### config.mk
export PLATFORM = sky130hd
export DESIGN_NAME = serial_mod_rem
export DESIGN_NICKNAME = d
export VERILOG_FILES = /design/src/rtl/serial_mod_pkg.sv /design/src/rtl/serial_mod_step.sv /design/src/rtl/serial_mod_rem.sv
export SDC_FILE = /design/constraint.sdc
export NUM_CORES = 1
export LEC_CHECK = 0
export CORE_MARGIN = 5
export CORE_UTILIZATION = 55
export CTS_CLUSTER_DIAMETER = 40
export CTS_CLUSTER_SIZE = 12
export DETAILED_ROUTE_END_ITERATION = 16
export GPL_ROUTABILITY_DRIVEN = 0
export PLACE_DENSITY = 0.91
export SYNTH_ARGS = -nofsm -noshare
export SYNTH_HDL_FRONTEND = slang
export SYNTH_SLANG_ARGS = --single-unit
### constraint.sdc
create_clock -name clk -period 5.1 [get_ports clk]
set_input_delay 0.765 -clock clk [delete_from_list [all_inputs] [get_ports clk]]
set_output_delay 0.765 -clock clk [all_outputs]
set_load 0.1 [all_outputs]
### src/rtl/serial_mod_pkg.sv
// rtl/serial_mod_pkg.sv - shared types, width helper and parameter limits for serial_mod_rem
package serial_mod_pkg;

  typedef enum logic {
    IDLE = 1'b0,
    ACC  = 1'b1
  } state_e;

  localparam int MOD_MIN = 2;
  localparam int MOD_MAX = 255;
  localparam int DW_MIN  = 1;
  localparam int DW_MAX  = 8;

  function automatic int clog2(input int value);
    int res;
    res = 0;
    for (int i = 0; i < 31; i++) begin
      if ((1 << i) < value) res = i + 1;
    end
    return res;
  endfunction

  function automatic bit params_legal(input int mod_v, input int dw_v);
    return (mod_v >= MOD_MIN) && (mod_v <= MOD_MAX) && (dw_v >= DW_MIN) && (dw_v <= DW_MAX);
  endfunction

endpackage

### src/rtl/serial_mod_step.sv
// rtl/serial_mod_step.sv - combinational next-remainder step; LSB-first weight path under SERIAL_MOD_LSB_FIRST_EN
module serial_mod_step
  import serial_mod_pkg::*;
#(
  parameter int  MOD = 3,
  parameter int  DW  = 1,
  localparam int RW  = clog2(MOD)
) (
  input  logic [RW-1:0] r_in,
  input  logic [DW-1:0] d_in,
`ifdef SERIAL_MOD_LSB_FIRST_EN
  input  logic [RW-1:0] w_in,
  input  logic          lsb_mode,
  output logic [RW-1:0] w_out,
`endif
  output logic [RW-1:0] r_out
);

  // One spare bit so the LSB-first sum r + d*w cannot overflow.
  localparam int XW = RW + DW + 1;
  localparam logic [XW-1:0] MOD_X = XW'(MOD);

  logic [XW-1:0] msb_x;

  // Concatenation is r*2^DW + d without a multiplier.
  assign msb_x = XW'({r_in, d_in});

`ifdef SERIAL_MOD_LSB_FIRST_EN
  logic [XW-1:0] lsb_x;
  logic [XW-1:0] w_x;

  assign lsb_x = XW'(r_in) + XW'(d_in) * XW'(w_in);
  assign w_x   = XW'({w_in, {DW{1'b0}}});

  always_comb begin
    r_out = RW'(msb_x % MOD_X);
    if (lsb_mode) r_out = RW'(lsb_x % MOD_X);
    w_out = RW'(w_x % MOD_X);
  end
`else
  always_comb begin
    r_out = RW'(msb_x % MOD_X);
  end
`endif

endmodule

### src/rtl/serial_mod_rem.sv
// rtl/serial_mod_rem.sv - serial remainder engine (FSM, digit counter, result registers); option SERIAL_MOD_LSB_FIRST_EN
module serial_mod_rem
  import serial_mod_pkg::*;
#(
  parameter int  MOD  = 3,
  parameter int  DW   = 1,
  parameter int  LENW = 8,
  localparam int RW   = clog2(MOD)
) (
  input  logic            clk,
  input  logic            rst,
  input  logic            clr,
  input  logic            in_valid,
  input  logic [DW-1:0]   in_data,
  input  logic            in_last,
`ifdef SERIAL_MOD_LSB_FIRST_EN
  input  logic            lsb_first,
`endif
  output logic [RW-1:0]   run_rem,
  output logic            run_div,
  output logic            res_valid,
  output logic [RW-1:0]   res_rem,
  output logic            res_div,
  output logic [LENW-1:0] res_len
);

  generate
    if (!params_legal(MOD, DW)) begin : g_param_check
      $error("serial_mod_rem: MOD must be 2..255 and DW 1..8");
    end
  endgenerate

  localparam logic [LENW-1:0] CNT_MAX = '1;

  state_e          state_q, state_d;
  logic [RW-1:0]   r_q, r_d;
  logic [LENW-1:0] cnt_q, cnt_d;
  logic            res_valid_q, res_valid_d;
  logic [RW-1:0]   res_rem_q, res_rem_d;
  logic            res_div_q, res_div_d;
  logic [LENW-1:0] res_len_q, res_len_d;

  logic            word_open;
  logic [RW-1:0]   r_base;
  logic [RW-1:0]   r_step;
  logic [LENW-1:0] cnt_next;

  assign word_open = (state_q == ACC);
  // A new word always starts from zero, never from a leftover remainder.
  assign r_base    = word_open ? r_q : '0;
  assign cnt_next  = !word_open ? LENW'(1) : ((cnt_q == CNT_MAX) ? cnt_q : cnt_q + 1'b1);

`ifdef SERIAL_MOD_LSB_FIRST_EN
  logic [RW-1:0] w_q, w_d;
  logic          lsb_q, lsb_d;
  logic [RW-1:0] w_base;
  logic [RW-1:0] w_step;
  logic          mode;

  assign w_base = word_open ? w_q : RW'(1);
  assign mode   = word_open ? lsb_q : lsb_first;

  serial_mod_step #(.MOD(MOD), .DW(DW)) u_step (
    .r_in     (r_base),
    .d_in     (in_data),
    .w_in     (w_base),
    .lsb_mode (mode),
    .w_out    (w_step),
    .r_out    (r_step)
  );

  always_ff @(posedge clk or posedge rst) begin
    if (rst) begin
      w_q   <= RW'(1);
      lsb_q <= 1'b0;
    end else begin
      w_q   <= w_d;
      lsb_q <= lsb_d;
    end
  end

  always_comb begin
    w_d   = w_q;
    lsb_d = lsb_q;
    if (!clr && in_valid && !in_last) begin
      w_d   = w_step;
      lsb_d = mode;
    end
  end
`else
  serial_mod_step #(.MOD(MOD), .DW(DW)) u_step (
    .r_in  (r_base),
    .d_in  (in_data),
    .r_out (r_step)
  );
`endif

  always_ff @(posedge clk or posedge rst) begin
    if (rst) begin
      state_q     <= IDLE;
      r_q         <= '0;
      cnt_q       <= '0;
      res_valid_q <= 1'b0;
      res_rem_q   <= '0;
      res_div_q   <= 1'b0;
      res_len_q   <= '0;
    end else begin
      state_q     <= state_d;
      r_q         <= r_d;
      cnt_q       <= cnt_d;
      res_valid_q <= res_valid_d;
      res_rem_q   <= res_rem_d;
      res_div_q   <= res_div_d;
      res_len_q   <= res_len_d;
    end
  end

  always_comb begin
    state_d     = state_q;
    r_d         = r_q;
    cnt_d       = cnt_q;
    res_valid_d = 1'b0;
    res_rem_d   = res_rem_q;
    res_div_d   = res_div_q;
    res_len_d   = res_len_q;
    if (clr) begin
      state_d = IDLE;
      r_d     = '0;
      cnt_d   = '0;
    end else if (in_valid) begin
      if (in_last) begin
        state_d     = IDLE;
        r_d         = '0;
        cnt_d       = '0;
        res_valid_d = 1'b1;
        res_rem_d   = r_step;
        res_div_d   = (r_step == '0);
        res_len_d   = cnt_next;
      end else begin
        state_d = ACC;
        r_d     = r_step;
        cnt_d   = cnt_next;
      end
    end
  end

  assign run_rem   = word_open ? r_q : '0;
  assign run_div   = word_open && (r_q == '0);
  assign res_valid = res_valid_q;
  assign res_rem   = res_rem_q;
  assign res_div   = res_div_q;
  assign res_len   = res_len_q;

endmodule

==> impl_metrics.env <==
export IMPL_vias_per_cell=6.23
export IMPL_drt_total_wl_um=2770
export IMPL_fin_skew_ps=2.63
export IMPL_min_period_ps=2950
export IMPL_final_util_pct=67.2
export IMPL_worst_slack_ps=2150
export IMPL_clock_sinks=23
export IMPL_clk_path_buf_depth=2
export IMPL_synth_main_ff_cell="dfrtp_1"
export IMPL_layout_drive_gt1_share_pct=6.90
export IMPL_tns_ps=0
export IMPL_fp_dieH_um=57.3
export IMPL_fillers=172
export IMPL_drv_cap=0
export IMPL_rrSetupSlack_ps=3050
export IMPL_antenna_found_initial=0
export IMPL_drc_errors=0
export IMPL_ys_types=39
export IMPL_worstPathCellList="and3_1 -> clkdlybuf4s50_1"
export IMPL_rows=17
export IMPL_r2r_end="cnt_q[6]"
export IMPL_dieArea_um2=3280
export IMPL_critPathTopFamily="buffers and inverters"
export IMPL_cp_slowest_cell="clkdlybuf4s50_1"
export IMPL_start_util_pct=56.7
export IMPL_design_power_total_uw=364
export IMPL_synthesis_nets=135
export IMPL_final_setup_viol_count=0
export IMPL_place_hpwl_um=2070
export IMPL_clk_pin_slew_worst_paths_ps=120
export IMPL_cp_buffers_inverters=1
export IMPL_syn_cell_area_um2=1230
export IMPL_yosysWarnings=0
export IMPL_cp_max_fo=11
export IMPL_track_usage_pct=19.0
export IMPL_leakagePower_uw=0.000624
export IMPL_crit_end="run_div"
export IMPL_power_density_nw_per_um2=250
export IMPL_h_tree_depth=1
export IMPL_holdBufCountCts=0
export IMPL_slowest_delay_ps=1130
export IMPL_synth_edf_count=0
export IMPL_vias=1078
export IMPL_crit_path_start="state_q"
export IMPL_hold_violations=0
export IMPL_post_cts_setup_buffer_count=0
export IMPL_syn_avg_cell_area_um2=9.68
export IMPL_cp_start_kind="register"
export IMPL_vdd_ir_drop_max_uv=177
export IMPL_place_ws_ps=2080
export IMPL_grt_overflow=0
export IMPL_fmax_mhz=338
export IMPL_tightest_slew_ps=1250
export IMPL_antennaDiodeCount=0
export IMPL_syn2layout_area_growth_pct=18.6
export IMPL_firstDrtPassIters=4
export IMPL_critPathKind="register to output pin"
export IMPL_numCtsBuffers=3
export IMPL_r2r_start="state_q"
export IMPL_relSlewSlack_pct=15.6
export IMPL_slew_viol_final=0
export IMPL_io_pins=21
export IMPL_ys_seq_elements=23
export IMPL_crit_cells=2
export IMPL_cp_arrival_ps=2190
export IMPL_wl_per_cell_um=16.0
export IMPL_rsz0062_at_grt="no"
export IMPL_grt_max_degree=24
export IMPL_insertion_delay_ps=310
export IMPL_rr_worst_depth=3
export IMPL_syn_inst=127
export IMPL_core_area_um2=2170
export IMPL_drt_iter0_drc=63
export IMPL_cts_root_buf="clkbuf_4"
export IMPL_finalCritPeriodShare_pct=57.9
export IMPL_grt_pass1_vias=1084
export IMPL_cts_tree="built"
export IMPL_status="finished clean"
export IMPL_die_w_um=57.3
export IMPL_io_buffers=20
export IMPL_fin_nets=154
export IMPL_cts_resized=0
export IMPL_end_kind="output pin"
export IMPL_grt_pass1_wl_um=4890
export IMPL_crit_required_ps=4340
export IMPL_final_cells=173
export IMPL_hold_class="register to register"
export IMPL_yosysSeqAreaShare_pct=46.8
export IMPL_dp_cells=169
export IMPL_ant_nets=0
export IMPL_synthArstFlopShare_pct=100
cell usage after synthesis (2+ instances only):
cell,number,share of area (%)
xor2_1,5,3.6
nand3_1,5,2.0
buf_2,2,0.81
a31oi_1,5,2.5
o32ai_1,2,1.4
a21oi_1,5,2.0
a21o_1,2,1.2
clkbuf_1,3,0.92
nor2_1,5,1.5
inv_1,7,2.1
or2_2,2,1.0
a22o_1,3,2.1
o31ai_1,3,1.8
dfrtp_1,23,47
ha_1,2,2.0
and2_1,3,1.5
and3_1,2,1.0
nand2_1,14,4.3
o21ai_0,13,5.3
nor4bb_1,2,1.6
cells in the final DEF, fill, tap and decap left out, types with 2 or more instances in the layout:
master           netlist  final
nor4bb_1               2      2
and3_1                 2      2
a22o_1                 3      3
and2_1                 3      3
a31oi_1                5      5
inv_1                  7      7
or2_2                  2      2
nor2_1                 5      5
clkdlybuf4s50_1        0     20
clkbuf_4               0      3
xor2_1                 5      5
o32ai_1                2      2
nand2_1               14     14
a21oi_1                5      5
o31ai_1                3      3
a21o_1                 2      2
nand3_1                5      5
ha_1                   2      2
o21ai_0               13     13
dfrtp_1               23     23
worst min path at each step:
stage	depth (start not counted)	end	from	slack [ps]
2_1_floorplan	1	cnt_q[7]	cnt_q[7]	540
3_3_place_gp	1	res_len[4]	res_len[4]	460
3_5_place_dp	1	res_len[7]	res_len[7]	470
4_1_cts	1	res_len[7]	res_len[7]	490
5_1_grt	1	res_len[4]	res_len[4]	530
6_report	1	res_len[7]	res_len[7]	490
where the power goes:
| group | total [uW] | internal, uW | switching (uW) |
|---|---|---|---|
| clock | 85.2 | 30.6 | 54.6 |
| combinational | 84.0 | 21.5 | 62.5 |
| sequential | 195 | 189 | 6.32 |
flip-flops by register name, summed over array words and instances, names as in the netlist:
name	cells
cnt_q	8
res_len	8
r_q	2
res_rem	2
res_div	1
res_valid	1
state_q	1
cells by family after synthesis:
| kind of cell | Yosys count | share of synthesized area, % |
|---|---|---|
| AOI/OAI and AO/OA | 42 | 22.1 |
| xor gates and xnor gates | 5 | 3.56 |
| adders and majority gates | 2 | 2.03 |
| buffers and inverters | 13 | 4.78 |
| DFF | 23 | 46.8 |
| muxes | 1 | 0.814 |
| and+or+nand+nor | 41 | 19.9 |
final cells by class:
type                       instances  area, um^2  area share (%)
clock buffer                       4        26.3            1.80
inverter                           7        26.3            1.80
multi-input combinational         91         596            40.8
sequential                        23         576            39.5
tap                               28        35.0            2.40
timing repair buffer              20         200            13.7
metal layers:
metal / wire, um / global-route usage (%)
met1: 1110 / 22.3
met2: 1380 / 33.4
met3: 178 / 2.71
met4: 106 / 9.60
met5: 0 / 0
per-stage QoR:
step	hold slack (ps)	instance area, um^2
after floorplan	537	1230
after global placement	458	1430
after detailed placement	466	1430
after CTS	494	1460
after global routing	534	1460
final	487	1460
Note: power is estimated with default switching activity, not from simulation.
==> RTL change 1: new RTL, config.mk and constraints unchanged <==
Set the parameter `LENW` to 16 (it was 8).
--- a/src/rtl/serial_mod_rem.sv
+++ b/src/rtl/serial_mod_rem.sv
@@ -4,7 +4,7 @@
 #(
   parameter int  MOD  = 3,
   parameter int  DW   = 1,
-  parameter int  LENW = 8,
+  parameter int  LENW = 16,
   localparam int RW   = clog2(MOD)
 ) (
   input  logic            clk,
Ports: changed (resized res_len); port bits go from 21 to 29. No check against the original RTL was run, so the function may have changed too.
==> RTL change 1 against the original RTL <==
- core utilization is 0.51 points lower
- area after synthesis grew 83%
- total power increased by 83%
- design area rose by 82%
- sequential power up 65%
- routed wire length increased by 85%
- sequential share of layout area down 2.6 points
- worst setup slack lost 0.17 ns
- global-route usage up 1.4 points
- critical endpoint unchanged
- sequential cell count up 16
- clock skew increased by 0.0027 ns
- register-to-register slack lost 0.40 ns
- largest power group unchanged
- count of clock-buffer cells in the layout is 2 higher
==> RTL change 1: results (changes against the original RTL) <==
- Outcome: finished clean (unchanged)
- Iteration-0 DRC Markers: 174 (was 63)
- GRT met1 Usage: 25.6% (was 22.3%)
- Post-Place Setup Slack: 1.74 ns (was 2.08 ns)
- Layout cells sized above 1: 9.67% (was 6.90%)
- Average size of a mapped cell: 9.11 µm² (was 9.68 µm²)
- Finished Layout Cells: 319 (was 173)
- Hold path endpoint: res_len[15] (was res_len[7])
- First-pass GRT wire length: 8.67 mm (was 4.89 mm)
- Hold path start: res_len[15] (was res_len[7])
- Register area share after synthesis: 43.4% (was 46.8%)
- Drt wl/cell: 16.0 µm (about the same)
- Peak VDD IR: 0.188 mV (was 0.177 mV)
- Total track usage: 20.3% (was 19.0%)
- Clock Skew: 0.00536 ns (was 0.00263 ns)
- Syn_nets: 255 (was 135)
- Synth unique cells: 55 (was 39)
- # placed instances: 311 (was 169)
- Commonest cells post-synth: dfrtp_1 (39), nand2_1 (32), o21ai_0 (24) (was dfrtp_1 (23), nand2_1 (14), o21ai_0 (13))
- Root Buffer: clkbuf_8 (was clkbuf_4)
- Top cells by area, synth: dfrtp_1 (43%), o21ai_0 (5.3%), nand2_1 (5.3%) (was dfrtp_1 (47%), o21ai_0 (5.3%), nand2_1 (4.3%))
- R2R depth: 5 (was 3)
- CP arrival: 2.36 ns (was 2.19 ns)
- Lkg Pwr: 1.07 nW (was 0.624 nW)
- Worst slew pin tran: 0.978 ns (was 1.25 ns)
- Vias: 1972 (was 1078)
- Vias in the first global route: 1897 (was 1084)
- Final #Nets: 276 (was 154)
- Placed inst area: 2530 µm² (was 1430 µm²)
- Grt met3 use: 5.14% (was 2.71%)
- DP HPWL: 3.56 mm (was 2.07 mm)
- Flop2flop setup slack: 2.65 ns (was 3.05 ns)
- FF-to-FF Start: cnt_q[0] (was state_q)
- Port buffer count: 28 (was 20)
- M2 GR Usage: 34.0% (was 33.4%)
- Post-synth ARST share: 100% (unchanged)
- Setup ws final: 1.97 ns (was 2.15 ns)
- Cell depth of the worst hold path: 2 (was 1)
- Detailed Routing Iterations Pass 1: 4 (unchanged)
- Setup Buffers After CTS: 0 (unchanged)
- Cts bufs inserted: 5 (was 3)
- Max FO, Critical Path: 18 (was 11)
- Skew-Pair Late Insertion Delay: 0.29 ns (was 0.31 ns)
- CTS clock-pin slew for the worst setup and hold paths: 0.07 ns (was 0.12 ns)
- RR Endpoint: res_len[8] (was cnt_q[6])
- CTS H-tree lvls: 2 (was 1)
## RTL change 1: changes by cell type in the layout (fill, tap and decap cells not counted), sizes merged, moves of 4 or more
cell / delta
nand2: +18
xnor2: +4
nand3: +7
a21oi: +9
nor3b: +5
clkdlybuf4s50: +8
xor2: -5
dfrtp: +16
nor2: +6
nand4: +8
o21ai: +9
a31o: +5
## RTL change 1: layer usage
layer  vias to the layer above  wire length, µm  part of all wire, %
li1                        955                -                    -
met1                       931             2100                   41
met2                        75             2600                   51
met3                        11              338                  6.6
met4                         0               80                  1.6
met5                         -                0                    0
## RTL change 1: cells by family (layout without fill, tap and decap cells)
logic type,Yosys count,count (layout),share of synthesized area [%]
mux,3,3,1.33
xor+xnor,4,4,1.56
simple gates,101,101,26.1
buf+inv,24,46,4.67
fa+ha+maj,2,2,1.11
flops,39,39,43.4
compound gates,74,74,21.9
## RTL change 1: stage by stage
stage | hold slack (ns) | power (W)
2_1_floorplan | 0.534 | 0.000385
3_3_place_gp | 0.464 | 0.000406
4_1_cts | 0.491 | 0.000672
5_1_grt | 0.522 | 0.000697
3_5_place_dp | 0.473 | 0.000408
6_report | 0.481 | 0.000668
## RTL change 1: worst max-delay path, cell delays in order, from the launching register on
cell and delay, ns:
dfrtp_1 0.66, nor3b_1 0.25, clkdlybuf4s50_1 1.16
## RTL change 1: power by group
part	leakage (nW)	internal, W	switching (W)
logic	0.471	0.0000210	0.0000592
clock network	0.0612	0.000158	0.000109
registers	0.534	0.000314	0.00000651
## RTL change 1: area by class of cell
type | count | area, µm²
flip-flops and latches | 39 | 976
repair buffers | 30 | 295
well taps | 50 | 62.6
fillers | 340 | 1320
multi-input cells | 184 | 1170
inverters | 8 | 30.0
clock inverters | 2 | 35.0
clock buffers | 6 | 82.6
==> RTL change 2: new RTL, config.mk and constraints unchanged <==
Without the edit above. Take the reset off `res_rem_q` and load it in a clocked block of its own.
--- a/src/rtl/serial_mod_rem.sv
+++ b/src/rtl/serial_mod_rem.sv
@@ -101,7 +101,6 @@
       r_q         <= '0;
       cnt_q       <= '0;
       res_valid_q <= 1'b0;
-      res_rem_q   <= '0;
       res_div_q   <= 1'b0;
       res_len_q   <= '0;
     end else begin
@@ -109,10 +108,13 @@
       r_q         <= r_d;
       cnt_q       <= cnt_d;
       res_valid_q <= res_valid_d;
-      res_rem_q   <= res_rem_d;
       res_div_q   <= res_div_d;
       res_len_q   <= res_len_d;
     end
+  end
+
+  always_ff @(posedge clk) begin
+    res_rem_q <= res_rem_d;
   end
 
   always_comb begin
Function: changed (a bounded check fails within 4 cycles, from zero or initial values and one cycle with rst high).
==> RTL change 2 against the original RTL <==
- count of clock-buffer cells in the layout is 1 lower
- largest power group unchanged
- sequential cell count stayed put
- clock power is 3.4% lower
- design area is 1.5% lower
- total power is 8.2% lower
- area after synthesis is 0.51% lower
- worst setup slack worse by 0.071 ns
- critical path type unchanged
- hold slack better by 0.0044 ns
- routed wire length is 7.7% lower
==> RTL change 2: results (changes against the original RTL) <==
- Outcome: finished clean (unchanged)
- Lkg Pwr: 0.575 nW (was 0.624 nW)
- Max FO, Critical Path: 13 (was 11)
- Peak VDD IR: 0.153 mV (was 0.177 mV)
- Post-synthesis adder-cell area fraction: 2.04% (was 2.03%)
- Largest net degree at the start of global routing: 22 (was 24)
- Hold path start: res_len[4] (was res_len[7])
- Number of flops mapped to enable cells by yosys: 2 (was 0)
- M2 GR Usage: 25.9% (was 33.4%)
- Post-synthesis mux area share: 2.45% (was 0.814%)
- Xor/xnor share of the synthesized area: 1.43% (was 3.56%)
- Slew headroom: 34.8% (was 15.6%)
- Clock Skew: 0.00437 ns (was 0.00263 ns)
- Post-Place Setup Slack: 2.42 ns (was 2.08 ns)
- Post-synthesis compound-gate area fraction: 20.7% (was 22.1%)
- Placed inst area: 1410 µm² (was 1430 µm²)
- Commonest cells post-synth: dfrtp_1 (21), a21oi_1 (15), nand2_1 (15) (was dfrtp_1 (23), nand2_1 (14), o21ai_0 (13))
- Layout cells sized above 1: 7.53% (was 6.90%)
- Iteration-0 DRC Markers: 55 (was 63)
- R2R depth: 6 (was 3)
- Average size of a mapped cell: 9.41 µm² (was 9.68 µm²)
- GRT met1 Usage: 22.8% (was 22.3%)
- Flop2flop setup slack: 3.14 ns (was 3.05 ns)
- Top cells by area, synth: dfrtp_1 (43%), a21oi_1 (6.1%), edfxtp_1 (4.9%) (was dfrtp_1 (47%), o21ai_0 (5.3%), nand2_1 (4.3%))
- Vias: 1025 (was 1078)
- Cell depth of the worst hold path: 2 (was 1)
- First-pass GRT wire length: 4.31 mm (was 4.89 mm)
- Synth top area share: 42.9% (was 46.8%)
- Final #Nets: 155 (was 154)
- Grt met3 use: 3.39% (was 2.71%)
- RR Endpoint: r_q[1] (was cnt_q[6])
- Post-synth ARST share: 91.3% (was 100%)
- Vias in the first global route: 937 (was 1084)
- DRT Wirelength: 2.56 mm (was 2.77 mm)
- Filler Cells Inserted: 187 (was 172)
- DP HPWL: 1.88 mm (was 2.07 mm)
- CP arrival: 2.26 ns (was 2.19 ns)
- Syn_nets: 138 (was 135)
## RTL change 2: cell count changes in the layout (fill, tap and decap cells not counted), sizes merged, moves of 3 or more
cell,unedited run,this run
nand2b,0,3
o21ai,15,9
a21oi,5,15
xor2,5,0
a22o,3,0
## RTL change 2: worst min-delay path by stage
stage                 endpoint  slack (ns)
detailed placement  res_len[4]        0.47
finish              res_len[4]        0.49
CTS                 res_len[4]        0.50
global route        res_len[4]        0.52
global placement       res_div        0.46
floorplan             cnt_q[3]        0.54
## RTL change 2: power groups by stage
| stage | combinational (W) | sequential (W) | clock [W] |
|---|---|---|---|
| 3_3_place_gp | 0.0000578 | 0.000197 | 0 |
| 5_1_grt | 0.0000623 | 0.000195 | 0.0000941 |
| 4_1_cts | 0.0000589 | 0.000194 | 0.0000848 |
| 3_5_place_dp | 0.0000587 | 0.000197 | 0 |
| 6_report | 0.0000585 | 0.000194 | 0.0000823 |
| 2_1_floorplan | 0.0000239 | 0.000216 | 0 |
## RTL change 2: worst max-delay path, stage by stage (launching register included)
cell and delay [ns]:
dfrtp_1 0.58, nor3b_1 0.22, clkdlybuf4s50_1 1.15
## RTL change 2: routing by layer
metal | part of all wire (%) | vias up
li1 | - | 500
met1 | 45 | 470
met2 | 46 | 48
met3 | 7.0 | 7
met4 | 2.4 | 0
met5 | 0 | -
## RTL change 2: layout make-up
cell class | count | area share [%]
flip-flops and latches | 23 | 40.8
multi-input cells | 93 | 39.4
repair buffers | 20 | 13.9
well taps | 28 | 2.44
clock buffers | 3 | 1.57
inverters | 6 | 1.57
clock inverters | 1 | 0.348
